File: src/rtl/mb16_sched_pkg.sv
// Shared definitions for the mb16 shared-multiplier scheduler.
package mb16_sched_pkg;

    localparam int WIDTH_DEF = 16;  // default operand width
    localparam int LAT_DEF   = 2;   // default issue-to-product latency
    localparam int CNT_W     = 16;  // issue counter width

    // In-flight tag: one per pipeline stage between issue and result capture.
    typedef struct packed {
        logic valid;
        logic id;
    } tag_t;

endpackage

File: src/rtl/mb16_sched_if.sv
// Bundle of request, multiplier and result signals for mb16_sched.
//
// Handshake: a request from requester i is accepted in the cycle where
// req_valid[i] and req_ready[i] are both high. req_ready is one-hot or zero
// and is a combinational function of req_valid, en and the arbiter pointer.
// The result path (res_valid) has no ready; it is a one-cycle strobe.
interface mb16_sched_if
    import mb16_sched_pkg::*;
#(
    parameter int WIDTH = WIDTH_DEF
);
    logic                 en;
    logic [1:0]           req_valid;
    logic [1:0]           req_ready;
    logic [WIDTH-1:0]     req_a0;
    logic [WIDTH-1:0]     req_b0;
    logic [WIDTH-1:0]     req_a1;
    logic [WIDTH-1:0]     req_b1;
    logic                 mul_start;
    logic [WIDTH-1:0]     mul_a;
    logic [WIDTH-1:0]     mul_b;
    logic [2*WIDTH-1:0]   mul_product;
    logic                 res_valid;
    logic                 res_id;
    logic [2*WIDTH-1:0]   res_product;
    logic                 idle;
    logic [CNT_W-1:0]     issue_cnt;
    logic                 rr_ptr;     // debug view of the round-robin pointer

    modport master (
        output en, req_valid, req_a0, req_b0, req_a1, req_b1, mul_product,
        input  req_ready, mul_start, mul_a, mul_b, res_valid, res_id,
               res_product, idle, issue_cnt, rr_ptr
    );

    modport slave (
        input  en, req_valid, req_a0, req_b0, req_a1, req_b1, mul_product,
        output req_ready, mul_start, mul_a, mul_b, res_valid, res_id,
               res_product, idle, issue_cnt, rr_ptr
    );
endinterface

File: src/rtl/mb16_sched_rr_arb.sv
// Two-way round-robin arbiter; the pointer names the preferred requester.
module mb16_rr_arb (
    input  logic       i_clk,
    input  logic       i_rst,
    input  logic       i_en,
    input  logic [1:0] i_valid,
    output logic [1:0] o_grant,
    output logic       o_ptr
);
    logic r_ptr;

    // Combinational grant: pointer wins a tie, a lone requester always wins.
    always_comb begin
        o_grant = 2'b00;
        if (!i_rst && i_en) begin
            case (i_valid)
                2'b01:   o_grant = 2'b01;
                2'b10:   o_grant = 2'b10;
                2'b11:   o_grant = r_ptr ? 2'b10 : 2'b01;
                default: o_grant = 2'b00;
            endcase
        end
    end

    // Pointer moves to the requester that lost; held when nothing is granted.
    always_ff @(posedge i_clk or posedge i_rst) begin
        if (i_rst) begin
            r_ptr <= 1'b0;
        end else if (|o_grant) begin
            r_ptr <= o_grant[0];
        end
    end

    assign o_ptr = r_ptr;
endmodule

File: src/rtl/mb16_sched.sv
// Shares one pipelined multiplier between two requesters; tracks in-flight
// operations with a tag shift register and registers each product as it lands.
module mb16_sched
    import mb16_sched_pkg::*;
#(
    parameter int WIDTH = WIDTH_DEF,
    parameter int LAT   = LAT_DEF
) (
    input  logic        i_clk,
    input  logic        i_rst,
    mb16_sched_if.slave bus
);
    logic [1:0]         w_grant;
    logic               w_ptr;
    logic               w_start;
    logic               w_any_tag;
    logic [WIDTH-1:0]   w_mul_a;
    logic [WIDTH-1:0]   w_mul_b;

    tag_t               r_tag [LAT];
    logic               r_res_valid;
    logic               r_res_id;
    logic [2*WIDTH-1:0] r_res_product;
    logic [CNT_W-1:0]   r_cnt;

    mb16_rr_arb u_arb (
        .i_clk   (i_clk),
        .i_rst   (i_rst),
        .i_en    (bus.en),
        .i_valid (bus.req_valid),
        .o_grant (w_grant),
        .o_ptr   (w_ptr)
    );

    assign w_start = |(bus.req_valid & w_grant);

    // Operand mux: granted requester's operands, zero when idle.
    always_comb begin
        w_mul_a = '0;
        w_mul_b = '0;
        if (w_grant[0]) begin
            w_mul_a = bus.req_a0;
            w_mul_b = bus.req_b0;
        end else if (w_grant[1]) begin
            w_mul_a = bus.req_a1;
            w_mul_b = bus.req_b1;
        end
    end

    // Tag pipeline: stage LAT-1 lines up with the multiplier's product.
    always_ff @(posedge i_clk or posedge i_rst) begin
        if (i_rst) begin
            for (int i = 0; i < LAT; i++) r_tag[i] <= '0;
        end else begin
            r_tag[0] <= tag_t'{valid: w_start, id: w_grant[1]};
            for (int i = 1; i < LAT; i++) r_tag[i] <= r_tag[i-1];
        end
    end

    // Any operation still travelling through the multiplier.
    always_comb begin
        w_any_tag = 1'b0;
        for (int i = 0; i < LAT; i++) w_any_tag = w_any_tag | r_tag[i].valid;
    end

    // Result register: strobe for one cycle, product and id hold otherwise.
    always_ff @(posedge i_clk or posedge i_rst) begin
        if (i_rst) begin
            r_res_valid   <= 1'b0;
            r_res_id      <= 1'b0;
            r_res_product <= '0;
        end else begin
            r_res_valid <= r_tag[LAT-1].valid;
            if (r_tag[LAT-1].valid) begin
                r_res_id      <= r_tag[LAT-1].id;
                r_res_product <= bus.mul_product;
            end
        end
    end

    // Issue counter, wraps naturally at the counter width.
    always_ff @(posedge i_clk or posedge i_rst) begin
        if (i_rst) begin
            r_cnt <= '0;
        end else if (w_start) begin
            r_cnt <= r_cnt + 1'b1;
        end
    end

    assign bus.req_ready   = w_grant;
    assign bus.mul_start   = w_start;
    assign bus.mul_a       = w_mul_a;
    assign bus.mul_b       = w_mul_b;
    assign bus.res_valid   = r_res_valid;
    assign bus.res_id      = r_res_id;
    assign bus.res_product = r_res_product;
    assign bus.issue_cnt   = r_cnt;
    assign bus.idle        = ~w_start & ~w_any_tag & ~r_res_valid;
    assign bus.rr_ptr      = w_ptr;
endmodule

File: src/flat_wrapper.sv
// flat-port wrapper written by rule: the top's interface ports become plain ports
module mb16_sched_flat import mb16_sched_pkg::*;
#(
    parameter int WIDTH = WIDTH_DEF,
    parameter int LAT   = LAT_DEF
)
  (i_clk, i_rst, bus_en, bus_req_valid, bus_req_a0, bus_req_b0, bus_req_a1, bus_req_b1, bus_mul_product, bus_req_ready, bus_mul_start, bus_mul_a, bus_mul_b, bus_res_valid, bus_res_id, bus_res_product, bus_idle, bus_issue_cnt, bus_rr_ptr);
  mb16_sched_if #(.WIDTH(WIDTH)) bus_i ();
  input  logic i_clk;
  input  logic i_rst;
  input wire logic [$bits(bus_i.en)-1:0] bus_en;
  input wire logic [$bits(bus_i.req_valid)-1:0] bus_req_valid;
  input wire logic [$bits(bus_i.req_a0)-1:0] bus_req_a0;
  input wire logic [$bits(bus_i.req_b0)-1:0] bus_req_b0;
  input wire logic [$bits(bus_i.req_a1)-1:0] bus_req_a1;
  input wire logic [$bits(bus_i.req_b1)-1:0] bus_req_b1;
  input wire logic [$bits(bus_i.mul_product)-1:0] bus_mul_product;
  output wire logic [$bits(bus_i.req_ready)-1:0] bus_req_ready;
  output wire logic [$bits(bus_i.mul_start)-1:0] bus_mul_start;
  output wire logic [$bits(bus_i.mul_a)-1:0] bus_mul_a;
  output wire logic [$bits(bus_i.mul_b)-1:0] bus_mul_b;
  output wire logic [$bits(bus_i.res_valid)-1:0] bus_res_valid;
  output wire logic [$bits(bus_i.res_id)-1:0] bus_res_id;
  output wire logic [$bits(bus_i.res_product)-1:0] bus_res_product;
  output wire logic [$bits(bus_i.idle)-1:0] bus_idle;
  output wire logic [$bits(bus_i.issue_cnt)-1:0] bus_issue_cnt;
  output wire logic [$bits(bus_i.rr_ptr)-1:0] bus_rr_ptr;
  assign bus_i.en = bus_en;
  assign bus_i.req_valid = bus_req_valid;
  assign bus_i.req_a0 = bus_req_a0;
  assign bus_i.req_b0 = bus_req_b0;
  assign bus_i.req_a1 = bus_req_a1;
  assign bus_i.req_b1 = bus_req_b1;
  assign bus_i.mul_product = bus_mul_product;
  assign bus_req_ready = bus_i.req_ready;
  assign bus_mul_start = bus_i.mul_start;
  assign bus_mul_a = bus_i.mul_a;
  assign bus_mul_b = bus_i.mul_b;
  assign bus_res_valid = bus_i.res_valid;
  assign bus_res_id = bus_i.res_id;
  assign bus_res_product = bus_i.res_product;
  assign bus_idle = bus_i.idle;
  assign bus_issue_cnt = bus_i.issue_cnt;
  assign bus_rr_ptr = bus_i.rr_ptr;
  mb16_sched #(.WIDTH(WIDTH), .LAT(LAT)) u_core (.i_clk(i_clk), .i_rst(i_rst), .bus(bus_i));
endmodule
File: config.mk
export PLATFORM = sky130hd
export DESIGN_NAME = mb16_sched_flat
export DESIGN_NICKNAME = d
export VERILOG_FILES = /design/src/rtl/mb16_sched_pkg.sv /design/src/rtl/mb16_sched_if.sv /design/src/rtl/mb16_sched_rr_arb.sv /design/src/rtl/mb16_sched.sv /design/src/flat_wrapper.sv
export SDC_FILE = /design/constraint.sdc
export NUM_CORES = 1
export LEC_CHECK = 0
export CELL_PAD_IN_SITES_DETAIL_PLACEMENT = 0
export CELL_PAD_IN_SITES_GLOBAL_PLACEMENT = 1
export CORE_MARGIN = 5
export CORE_UTILIZATION = 26
export DETAILED_ROUTE_END_ITERATION = 10
export PLACE_DENSITY = 0.95
export SYNTH_ARGS = -nofsm -noshare
export SYNTH_HDL_FRONTEND = slang
export SYNTH_SLANG_ARGS = --single-unit
export TNS_END_PERCENT = 20
File: constraint.sdc
create_clock -name i_clk -period 4.15 [get_ports i_clk]
set_input_delay 0.6225 -clock i_clk [delete_from_list [all_inputs] [get_ports i_clk]]
set_output_delay 0.6225 -clock i_clk [all_outputs]
set_load 0.01 [all_outputs]
==> qor.yml <==
worst_setup_path:
  endpoint_kind: "output pin"
  cp.required_ps: 3530
  critical_path_class: "in2out"
  cp.arrival_ps: 2670
  reg2reg_depth: 5
  r2r-end: "u_core.bus.issue_cnt[14]"
  start_kind: "primary input"
  r2r_slack_ps: 2640
  worstPathMaxFanout: 5
  rr_startpoint: "u_core.bus.issue_cnt[0]"
sta:
  setup_tns_ps: 0
  finalClockSkew_ps: 6.94
  fmax_mhz: 303
  period_minus_slack_ps: 3300
  rsz0062_at_grt: "false"
  slew_viol_final: 0
  finalSetupViolations: 0
  finalWorstSetupSlack_ps: 854
  slew_headroom_pct: 24.8
  finalCritPeriodShare_pct: 79.4
  finalHoldViolCount: 0
  tightestPinTransition_ps: 1130
route:
  wire_per_inst_um: 16.1
  first_iter_violations: 63
  vias: 2224
  drc_errors: 0
  totalWireLength_um: 8090
  firstDrtPassIters: 4
  ant_nets: 0
  vias_per_cell: 4.44
synthesis:
  synthCells: 185
  syn-num-nets: 287
  yosys_warnings: 0
  synthArstFlopShare_pct: 100
  syn_avg_cell_area_um2: 13.3
  ys_ff_latch: 55
  synth_flop_cell: "dfrtp_1"
  synthesis.area_mm2: 0.00247
  synth-edff-count: 0
  ys_seq_area_share_pct: 55.8
  yosysUniqueCellTypes: 23
layout:
  final_cell_mix: "187 x clkdlybuf4s50_1, 55 x dfrtp_1, 34 x mux2_2, 32 x a22o_1, 12 x xnor2_1"
  instances_no_fill: 501
  antenna_cells: 0
  utilization_pct: 49.8
  final_common_cell: "clkdlybuf4s50_1"
  syn_to_final_growth_pct: 86.6
  nets: 473
  drive_above_1_share_pct: 13.4
cts:
  cts_root_buf: "clkbuf_8"
  htree_num_levels: 2
  tritoncts: "yes"
  cts_made_buffers: 5
  numClockSinks: 55
  cts_hold_buf: 0
  cts_resized: 0
  cts_setup_buffers: 0
  clk_pin_slew_ps: 90
  clockBufferDepth: 2
  clk_latency_ps: 290
floorplan:
  chipHeight_um: 107
  die_w_um: 107
  num_io_pins: 188
  coreArea_mm2: 0.00924
  initial_utilization_pct: 26.7
  std_cell_rows: 35
  dieArea_mm2: 0.0115
placed_design:
  hpwl_um: 6520
  dp_cells: 493
  pre_cts_ws_ps: 807
  io_buffer_count: 187
  routabilityCongestion: 0.782
global_route:
  grt-ovfl-total: 0
  grt_pass1_wl_um: 12500
  track_usage_pct: 13.6
  antenna_found_initial: 0
  grt_start_max_net_pins: 56
  grt_pass1_vias: 2437
power_and_ir_drop:
  power.leakage_nw: 1.85
  clkPwrFrac_pct: 24.5
  irDropWorstVdd_v: 0.000227
  power_density_mw_per_mm2: 359
  p_sw_mw: 0.435
  p_int_mw: 1.22
  comb_power_share_pct: 33.4
  seqPwrFrac_pct: 42.1
  p_sw_share_pct: 26.3
  p_total_mw: 1.65
status:
  status: "finished, final reports clean"
worst_hold_path:
  worstHoldStart: "u_core.r_tag[2]"
  min_to: "u_core.r_tag[0]"
  hold_depth: 0
  hold_path.class: "reg2reg"
flow_run:
  max_cap_viol_count: 0
[stage by stage]
stage | area [µm²] | hold slack, ps
CTS | 4600 | 358
global route | 4600 | 378
global placement | 4470 | 334
finish | 4600 | 357
detailed placement | 4470 | 336
floorplan | 2470 | 331
[worst max-delay path, cell delays in order]
cell             delay, ps
clkdlybuf4s50_1        470
o21ai_0                530
inv_1                  230
nor4_1                 220
clkdlybuf4s50_1        590
[worst max-delay path by stage]
stage,from,endpoint,cells after the start
floorplan,bus_req_valid[1],bus_idle,3
global placement,bus_req_valid[1],bus_idle,5
detailed placement,bus_req_valid[0],bus_idle,5
CTS,bus_req_valid[0],bus_idle,5
global route,bus_req_valid[0],bus_idle,5
finish,bus_req_valid[0],bus_idle,5
[flip-flops by register name, indices dropped and copies added (netlist names)]
signal	flops
u_core.bus.res_product	32
u_core.bus.issue_cnt	16
u_core.r_tag	4
u_core.bus.res_id	1
u_core.bus.res_valid	1
u_core.u_arb.o_ptr	1
[Yosys cell counts (2+ instances only)]
| library cell | n | share of area, % |
|---|---|---|
| dfrtp_1 | 55 | 56 |
| mux2_2 | 34 | 16 |
| a22o_1 | 32 | 11 |
| xnor2_1 | 12 | 4.3 |
| buf_2 | 10 | 2.0 |
| nand2_1 | 8 | 1.2 |
| nand4_1 | 5 | 1.3 |
| inv_1 | 4 | 0.61 |
| nor2_1 | 4 | 0.61 |
| nand3_1 | 3 | 0.61 |
| xor2_1 | 3 | 1.1 |
| and3_1 | 2 | 0.51 |
| nor3_1 | 2 | 0.41 |
| nor4_4 | 2 | 1.7 |
[cells by family after synthesis]
family	Yosys count	share of synthesized area [%]
flops	55	55.8
compound gates	34	11.9
mux	34	15.5
simple gates	31	8.12
xor+xnor	15	5.33
buf+inv	15	2.79
fa+ha+maj	1	0.507
[cell type report]
cell class	instances	area, µm²
fill	819	4640
timing repair buffer	190	1890
sequential	55	1380
multi-input combinational	115	1020
tap	129	161
clock buffer	6	72.6
clock inverter	2	60.1
inverter	4	15.0
[power by group through the flow]
stage,registers (mW),logic [mW],clock network (mW)
final,0.696,0.553,0.405
after CTS,0.698,0.565,0.422
after global routing,0.712,0.595,0.444
after floorplan,0.739,0.163,0
after detailed placement,0.709,0.562,0
after global placement,0.702,0.552,0
[layer usage]
layer  wire [µm]  GRT usage [%]  vias up  part of all wire [%]
met3        1090           6.96        2                    13
li1            -              -     1045                     -
met1        2940           14.1     1046                    36
met2        4030           25.0      131                    50
met4          29           2.16        0                  0.36
met5           0              0        -                     0
No activity file was read; power rests on OpenSTA's default activity.
